**src/rtl/pipe_scroller.sv**
```systemverilog
// rtl/pipe_scroller.sv - pipe field generator and scroller for the 16x16 Flappy Bird matrix
// Pipes enter at column 0, move toward column 15, and are scored as they leave the bird column.
module pipe_scroller #(
    parameter int          STEP_DIV     = 25_000_000,
    parameter int          PIPE_SPACING = 6,
    parameter int          GAP_H        = 4,
    parameter logic [7:0]  LFSR_SEED    = 8'hA5
) (
    input  logic              clk,
    input  logic              rst,
    input  logic              run,
    input  logic              freeze,
    output logic [15:0][15:0] green,
    output logic              step,
    output logic [7:0]        score
);

    localparam int TW = (STEP_DIV > 2) ? $clog2(STEP_DIV) : 1;
    localparam int SW = (PIPE_SPACING > 2) ? $clog2(PIPE_SPACING) : 1;
    localparam logic [TW-1:0] TICK_LAST  = TW'(STEP_DIV - 1);
    localparam logic [SW-1:0] SPACE_LAST = SW'(PIPE_SPACING - 1);
    localparam logic [7:0]    GAP_RANGE  = 8'(15 - GAP_H);
    localparam logic [4:0]    GAP_H5     = 5'(GAP_H);

    typedef enum logic [1:0] {
        S_IDLE,
        S_SCROLL,
        S_FROZEN
    } state_t;

    state_t            state_q, state_d;
    logic [TW-1:0]     tick_q, tick_d;
    logic [SW-1:0]     space_q, space_d;
    logic [7:0]        lfsr_q, lfsr_d;
    logic [7:0]        score_q, score_d;
    logic              step_q, step_d;
    logic [15:0][15:0] green_q, green_d;

    logic [4:0]        gap_lo;
    logic [4:0]        gap_hi;
    logic [15:0]       pipe_col;
    logic [15:0]       inject_col;
    logic [15:0][15:0] shifted;
    logic              col14_lit;

    // Column contents for this step; the gap is drawn from the LFSR value of the step cycle.
    always_comb begin
        gap_lo     = 5'(lfsr_q % GAP_RANGE) + 5'd1;
        gap_hi     = gap_lo + GAP_H5;
        pipe_col   = '0;
        inject_col = '0;
        shifted    = '0;
        col14_lit  = 1'b0;
        for (int r = 0; r < 16; r++) begin
            pipe_col[r] = (5'(r) < gap_lo) || (5'(r) >= gap_hi);
        end
        inject_col = (space_q == '0) ? pipe_col : 16'h0000;
        for (int r = 0; r < 16; r++) begin
            shifted[r] = {green_q[r][14:0], inject_col[r]};
            col14_lit  = col14_lit | green_q[r][14];
        end
    end

    always_comb begin
        state_d = state_q;
        tick_d  = tick_q;
        space_d = space_q;
        score_d = score_q;
        green_d = green_q;
        step_d  = 1'b0;
        lfsr_d  = {lfsr_q[6:0], lfsr_q[7] ^ lfsr_q[5] ^ lfsr_q[4] ^ lfsr_q[3]};

        if (!run) begin
            state_d = S_IDLE;
            tick_d  = '0;
            green_d = '0;
        end else begin
            case (state_q)
                S_IDLE: begin
                    state_d = S_SCROLL;
                    score_d = 8'd0;
                    tick_d  = '0;
                    space_d = '0;
                end
                S_SCROLL: begin
                    if (freeze) begin
                        state_d = S_FROZEN;
                        tick_d  = '0;
                    end else if (tick_q == TICK_LAST) begin
                        tick_d  = '0;
                        green_d = shifted;
                        step_d  = 1'b1;
                        space_d = (space_q == SPACE_LAST) ? '0 : space_q + 1'b1;
                        if (col14_lit && score_q != 8'hFF) begin
                            score_d = score_q + 8'd1;
                        end
                    end else begin
                        tick_d = tick_q + 1'b1;
                    end
                end
                S_FROZEN: begin
                    tick_d = '0;
                end
                default: begin
                    state_d = S_IDLE;
                    tick_d  = '0;
                end
            endcase
        end
    end

    always_ff @(posedge clk) begin
        if (rst) begin
            state_q <= S_IDLE;
            tick_q  <= '0;
            space_q <= '0;
            lfsr_q  <= LFSR_SEED;
            score_q <= 8'd0;
            step_q  <= 1'b0;
            green_q <= '0;
        end else begin
            state_q <= state_d;
            tick_q  <= tick_d;
            space_q <= space_d;
            lfsr_q  <= lfsr_d;
            score_q <= score_d;
            step_q  <= step_d;
            green_q <= green_d;
        end
    end

    assign green = green_q;
    assign step  = step_q;
    assign score = score_q;

endmodule

```
**config.mk**
```make
export PLATFORM = sky130hd
export DESIGN_NAME = pipe_scroller
export DESIGN_NICKNAME = d
export VERILOG_FILES = /design/src/rtl/pipe_scroller.sv
export SDC_FILE = /design/constraint.sdc
export NUM_CORES = 1
export LEC_CHECK = 0
export ABC_AREA = 0
export CAP_MARGIN = 5
export CORE_MARGIN = 2
export CORE_UTILIZATION = 45
export CTS_CLUSTER_DIAMETER = 80
export CTS_CLUSTER_SIZE = 40
export DETAILED_ROUTE_END_ITERATION = 6
export GPL_TIMING_DRIVEN = 0
export PLACE_DENSITY_LB_ADDON = 0.15
export SETUP_SLACK_MARGIN = 0.2
export SYNTH_ARGS = -nofsm -noshare
export SYNTH_HDL_FRONTEND = slang
export SYNTH_SLANG_ARGS = --single-unit
```
**constraint.sdc**
```tcl
create_clock -name clk -period 10.15 [get_ports clk]
set_clock_uncertainty 0.1 [all_clocks]
set_input_delay 2.5375 -clock clk [delete_from_list [all_inputs] [get_ports clk]]
set_output_delay 2.5375 -clock clk [all_outputs]
set_load 0.1 [all_outputs]
```
==> run metrics, run 1 <==
total standard cell area after synthesis 0.0124 mm2; layout cells sized above 1 3.91%; GRT Total Usage 23.2%; wire length of the first global-routing pass 54.9 mm; count of max-cap constraint violations 0; transition time of the tightest slew-check pin 1.07 ns; power after layout 2.52 mW; critical hold path startpoint green[150]$_SDFFE_PP0P_; number of antenna violations at the first check in global routing 2; smallest hold slack 0.329 ns; Relative slew margins 28.5%; global-route congestion overflow total 0; CP Max Fanout 12; Setup CP Type flip-flop to flip-flop; final cycle utilization of the critical path 64.9%; worst hold path class flip-flop to flip-flop; biggest cell delay along the critical path 0.45 ns; Peak supply drop 0.135 mV; Final HPWL DP 25.8 mm; unrepaired setup endpoints after global routing no; Routed Antenna Nets 0; Num Clock Sinks 303; core outline area 0.0270 mm2; arrival time at the worst endpoint 6.96 ns; worst reg2reg path endpoint green[64]$_SDFFE_PP0P_; clock insertion delay at the later pin of the skew report 0.54 ns; die span in x 170 um; run status finished, final reports clean; sum of negative setup slack 0 ns; growth of design area from synthesis to finish 29.4%; Synthesized Nets 1591; mean instance size in the synthesized netlist 7.87 um2; crit path capture type flip-flop; Detailed Route Iter0 Violations 796; post-CTS setup buffer count 0; count of input and output buffers 268; pin count of the biggest net entering global routing 41; non-filler instance count after layout 2209; Synth Register Bits 303; final-report hold violation count 0; CTS Buf Count 14; fin crit period 6.59 ns; endpoint of the worst hold path green[151]$_SDFFE_PP0P_; total I/O pin count 269; post-route DRC violation count 0; sequential element share of the synthesized area 49.0%; FFs w/ async S/R, synth 0%; commonest non-fill, non-tap cell in the layout sky130_fd_sc_hd__nand2_1; Final GP Congestion 0.904; hold path cells 2; via count of the first global-routing pass 10400; fill cell count 2505; Worst path slowest cell sky130_fd_sc_hd__xnor2_2; Die Footprint 0.0289 mm2; via count 11700; Worst Reg-to-Reg Cells 27; instance count of the mapped netlist 1574; post-synth cell types 85; total count of max-transition violations in the final report 0; highest clock frequency the design can meet 0.152 GHz; clock tree from TritonCTS built; total wire length 35.0 mm; yosys synthesis warning count 0; critical path required time 10.52 ns; Pleak 5.06 nW; Final Setup Violations 0; cell with the most instances on the worst path sky130_fd_sc_hd__ha_1; maximum number of buffers from clock root to sink 3; die boundary height 170 um; wire per inst 15.9 um; number of placement rows 60; net total in the final layout 1875; startpoint of the most critical register-to-register path lfsr_q[5]$_SDFF_PP1_; detail-routed via count per cell 5.32; initial core utilization 46.0%; count of placed standard cells including taps 2183; critical path launch point type flip-flop; clock root buffer master sky130_fd_sc_hd__clkbuf_16; clock-pin slew reported for the worst setup and hold paths after clock tree synthesis 0.14 ns; prevailing post-synth register cell sky130_fd_sc_hd__dfxtp_1; First-pass DRT Iterations 6; number of H-tree levels 1; flop-to-flop setup slack 3.56 ns; number of enable flip-flop cells after synthesis 0; PwrDens 157 mW/mm2; post-CTS sizing 0; top library cells by usage in the layout, fill and taps aside 528 x sky130_fd_sc_hd__nand2_1, 303 x sky130_fd_sc_hd__dfxtp_1, 268 x sky130_fd_sc_hd__a21oi_1, 268 x sky130_fd_sc_hd__clkdlybuf4s50_1, 90 x sky130_fd_sc_hd__clkbuf_1; count of hold buffers inserted by post-cts repair 0
==> flip-flops by register name (all words and copies together), names as in the netlist <==
signal,cells
lfsr_q,8
tick_q,25
green,256
score,8
state_q,2
step,1
space_q,3
==> how the worst max path moves through the flow <==
stage	startpoint	to	slack (ns)	cells past startpoint
4_1_cts	lfsr_q[5]$_SDFF_PP1_	green[64]$_SDFFE_PP0P_	3.63	27
3_3_place_gp	lfsr_q[2]$_SDFF_PP1_	green[80]$_SDFFE_PP0P_	3.62	28
5_1_grt	lfsr_q[3]$_SDFF_PP0_	green[80]$_SDFFE_PP0P_	3.04	28
2_1_floorplan	lfsr_q[5]$_SDFF_PP1_	green[192]$_SDFFE_PP0P_	4.41	26
3_5_place_dp	lfsr_q[5]$_SDFF_PP1_	green[64]$_SDFFE_PP0P_	3.61	27
6_report	lfsr_q[5]$_SDFF_PP1_	green[64]$_SDFFE_PP0P_	3.56	27
==> through the flow <==
stage	setup slack (ns)	utilization, %	cell area (um2)
final	3.56	59.5	16000
after global routing	3.04	59.4	16000
after CTS	3.63	59.4	16000
after detailed placement	3.61	57.5	15500
after global placement	3.62	57.5	15500
after floorplan	4.41	-	12400
==> metal layers <==
layer  vias to the layer above  wire length, um  global-route usage, %
li1                       5832                -                      -
met1                      5478            15300                   30.9
met2                       378            16300                   39.1
met3                        56             2520                   4.00
met4                         0              878                   5.95
met5                         -                0                      0
==> Yosys cell counts (5+ instances only) <==
cell type | count | area share (%)
sky130_fd_sc_hd__nand2_1 | 528 | 16
sky130_fd_sc_hd__dfxtp_1 | 303 | 49
sky130_fd_sc_hd__a21oi_1 | 268 | 11
sky130_fd_sc_hd__clkbuf_1 | 89 | 2.7
sky130_fd_sc_hd__nor2_1 | 56 | 1.7
sky130_fd_sc_hd__nand3_1 | 21 | 0.85
sky130_fd_sc_hd__xor2_1 | 21 | 1.5
sky130_fd_sc_hd__o21ai_0 | 20 | 0.81
sky130_fd_sc_hd__nor2b_1 | 18 | 0.91
sky130_fd_sc_hd__inv_1 | 17 | 0.52
sky130_fd_sc_hd__buf_2 | 14 | 0.57
sky130_fd_sc_hd__ha_1 | 13 | 1.3
sky130_fd_sc_hd__xnor2_1 | 13 | 0.92
sky130_fd_sc_hd__and3_1 | 11 | 0.56
sky130_fd_sc_hd__nand4_1 | 9 | 0.45
sky130_fd_sc_hd__nor3_1 | 9 | 0.36
sky130_fd_sc_hd__a31oi_1 | 8 | 0.40
sky130_fd_sc_hd__o21ai_1 | 7 | 0.28
sky130_fd_sc_hd__or3_1 | 7 | 0.35
sky130_fd_sc_hd__a211oi_1 | 6 | 0.36
sky130_fd_sc_hd__and2_1 | 6 | 0.30
sky130_fd_sc_hd__nor3b_1 | 6 | 0.36
sky130_fd_sc_hd__o211ai_1 | 6 | 0.36
sky130_fd_sc_hd__or2_2 | 6 | 0.30
sky130_fd_sc_hd__a21o_1 | 5 | 0.30
sky130_fd_sc_hd__nand2b_1 | 5 | 0.25
sky130_fd_sc_hd__nand3b_1 | 5 | 0.30
sky130_fd_sc_hd__nor4_1 | 5 | 0.25
sky130_fd_sc_hd__o22ai_1 | 5 | 0.25
==> report_power, final <==
group	switching [mW]	internal, mW
Clock	0.421	0.343
Sequential	0.00412	1.19
Combinational	0.355	0.201
==> critical path: cells and delay by family, from the launching register on <==
| family | cells | cell delay [ns] |
|---|---|---|
| xor+xnor | 3 | 0.93 |
| simple gates | 4 | 0.81 |
| flops | 1 | 0.33 |
| mux | 1 | 0.33 |
| fa+ha+maj | 4 | 0.96 |
| buf+inv | 6 | 1.13 |
| compound gates | 9 | 1.94 |
==> area by class of cell <==
cell class,instances,area (um2),area share [%]
Antenna cell,2,5.00,0.0312
Clock inverter,8,146,0.914
Buffer,108,438,2.73
Multi-Input combinational cell,1143,5810,36.2
Timing Repair Buffer,268,2680,16.7
Inverter,20,75.1,0.468
Clock buffer,16,379,2.37
Sequential cell,303,6070,37.9
Tap cell,341,427,2.66
==> kinds of logic after synthesis <==
kind of cell | share of synthesized area (%)
mux | 0.434
flops | 49.0
xor+xnor | 2.85
compound gates | 17.6
simple gates | 24.7
fa+ha+maj | 1.31
buf+inv | 4.14
(Power assumes the default switching activity.)
==> run 2, diff against run 1 <==
Clock period 10.15 ns to 6.65 ns, I/O delays scaled along.
==> run metrics, run 2 (synthesis results as in run 1) <==
run status finished, final reports clean; Die Footprint 0.0289 mm2; net total in the final layout 1885; First-pass DRT Iterations 5; layout cells sized above 1 4.90%; via count of the first global-routing pass 10400; total wire length 35.3 mm; count of placed standard cells including taps 2183; highest clock frequency the design can meet 0.165 GHz; global-route congestion overflow total 0; critical path required time 7.02 ns; die boundary height 170 um; commonest non-fill, non-tap cell in the layout sky130_fd_sc_hd__nand2_1; PwrDens 245 mW/mm2; post-route DRC violation count 0; pre-CTS setup slack 0.113 ns; clock root buffer master sky130_fd_sc_hd__clkbuf_16; sum of negative setup slack 0 ns; top library cells by usage in the layout, fill and taps aside 528 x sky130_fd_sc_hd__nand2_1, 302 x sky130_fd_sc_hd__dfxtp_1, 268 x sky130_fd_sc_hd__a21oi_1, 268 x sky130_fd_sc_hd__clkdlybuf4s50_1, 88 x sky130_fd_sc_hd__clkbuf_1; wire length of the first global-routing pass 54.9 mm; final worst setup slack 0.591 ns; critical hold path startpoint green[150]$_SDFFE_PP0P_; via count 11800; Num Clock Sinks 303; unrepaired setup endpoints after global routing no; critical path launch point type flip-flop; core outline area 0.0270 mm2; number of flip-flops under the largest register name 256; crit path capture type flip-flop; launch point of the critical path lfsr_q[5]$_SDFF_PP1_; count of hold buffers inserted by post-cts repair 0; initial core utilization 46.0%; Peak supply drop 0.206 mV; clock tree from TritonCTS built; Final HPWL DP 25.8 mm; Detailed Route Iter0 Violations 931; maximum number of buffers from clock root to sink 3; transition time of the tightest slew-check pin 1.07 ns; CP Max Fanout 12; Final GP Congestion 0.904; total count of max-transition violations in the final report 0; non-filler instance count after layout 2218; Routed Antenna Nets 0; Relative slew margins 28.3%; GRT Total Usage 23.2%; final-report hold violation count 0; growth of design area from synthesis to finish 30.5%; count of max-cap constraint violations 0; Pleak 5.13 nW; clock-pin slew reported for the worst setup and hold paths after clock tree synthesis 0.14 ns; wire per inst 15.9 um; number of placement rows 60; detail-routed via count per cell 5.30; Final Setup Violations 0; fin crit period 6.06 ns; arrival time at the worst endpoint 6.43 ns; worst hold path class flip-flop to flip-flop; clock insertion delay at the later pin of the skew report 0.54 ns; total I/O pin count 269; number of antenna violations at the first check in global routing 2; die span in x 170 um; number of H-tree levels 1; pin count of the biggest net entering global routing 41; Setup CP Type flip-flop to flip-flop; fill cell count 2492; startpoint of the most critical register-to-register path lfsr_q[5]$_SDFF_PP1_; final cycle utilization of the critical path 91.1%; CTS Buf Count 14; count of input and output buffers 268
[run 2: changes by cell type in the layout (fill, tap and decap cells not counted), moves of 2 or more]
cell	before	now
sky130_fd_sc_hd__clkbuf_1	90	88
sky130_fd_sc_hd__clkbuf_4	0	3
sky130_fd_sc_hd__clkbuf_2	0	2
sky130_fd_sc_hd__xnor2_4	0	2
sky130_fd_sc_hd__buf_2	14	11
sky130_fd_sc_hd__buf_4	2	12
[run 2: critical path, stage by stage, from the launching register on]
cell	delay (ns)
sky130_fd_sc_hd__dfxtp_1	0.32
sky130_fd_sc_hd__buf_2	0.19
sky130_fd_sc_hd__clkbuf_4	0.21
sky130_fd_sc_hd__nor2b_1	0.17
sky130_fd_sc_hd__a211oi_1	0.27
sky130_fd_sc_hd__o22ai_1	0.13
sky130_fd_sc_hd__o22ai_2	0.23
sky130_fd_sc_hd__inv_2	0.09
sky130_fd_sc_hd__ha_1	0.23
sky130_fd_sc_hd__a2111oi_4	0.26
sky130_fd_sc_hd__and2_4	0.23
sky130_fd_sc_hd__o21ai_0	0.10
sky130_fd_sc_hd__xnor2_1	0.19
sky130_fd_sc_hd__a21boi_1	0.23
sky130_fd_sc_hd__ha_2	0.26
sky130_fd_sc_hd__a311oi_2	0.05
sky130_fd_sc_hd__nand2_1	0.12
sky130_fd_sc_hd__a21o_1	0.23
sky130_fd_sc_hd__mux2_2	0.41
sky130_fd_sc_hd__ha_1	0.28
sky130_fd_sc_hd__xnor2_4	0.18
sky130_fd_sc_hd__inv_2	0.08
sky130_fd_sc_hd__buf_4	0.20
sky130_fd_sc_hd__ha_1	0.22
sky130_fd_sc_hd__inv_2	0.10
sky130_fd_sc_hd__xnor3_1	0.41
sky130_fd_sc_hd__or3b_1	0.35
sky130_fd_sc_hd__a31oi_1	0.16
[run 2: final timing paths]
| check | end | slack [ns] | depth (start not counted) |
|---|---|---|---|
| max | green[64]$_SDFFE_PP0P_ | 0.59 | 27 |
| min | green[151]$_SDFFE_PP0P_ | 0.33 | 2 |
| max reg2reg | green[64]$_SDFFE_PP0P_ | 0.59 | 27 |
| min reg2reg | green[151]$_SDFFE_PP0P_ | 0.33 | 2 |
[run 2: cell type report]
cell class | instances | area (um2) | share of cell area [%]
flip-flops and latches | 303 | 6070 | 37.6
multi-input cells | 1143 | 5850 | 36.2
repair buffers | 278 | 2760 | 17.1
plain buffers | 108 | 448 | 2.77
well taps | 341 | 427 | 2.64
clock buffers | 16 | 379 | 2.35
clock inverters | 8 | 146 | 0.906
inverters | 20 | 75.1 | 0.465
diodes | 1 | 2.50 | 0.0155
[run 2: per-stage QoR]
stage	cell area [um2]	util, %	hold WS, ns	total power, mW
3_5_place_dp	15500	57.5	0.348	2.69
5_1_grt	16200	59.9	0.362	4.10
3_3_place_gp	15500	57.5	0.339	2.68
2_1_floorplan	12400	-	0.326	2.52
4_1_cts	16000	59.5	0.331	3.88
6_report	16200	59.9	0.327	3.95
[run 2: what timing repair did]
action,4_1_cts,5_1_grt
gates resized for setup,3,14
cloned,0,0
pin swaps,0,4
setup endpoints to repair,5,16
setup buffers,0,10
[run 2: power by group]
group	internal, mW	leakage [nW]	total (mW)	switching [mW]
combinational	0.379	2.43	0.959	0.580
sequential	1.82	2.44	1.83	0.00645
clock	0.524	0.256	1.17	0.642
[run 2: per-layer routing]
layer  routed length, um  track usage (%)  up-vias
met2               16600             39.3      368
met5                  16                0        -
met1               15500             30.8     5473
met3                2310             4.00       58
met4                 823             5.65        2
li1                    -                -     5854
==> run 3, diff against run 2 <==
Settings changed: TNS_END_PERCENT set to 10.
==> results of run 3 <==
The final DEF is identical to that of run 2; final timing and power are the same.
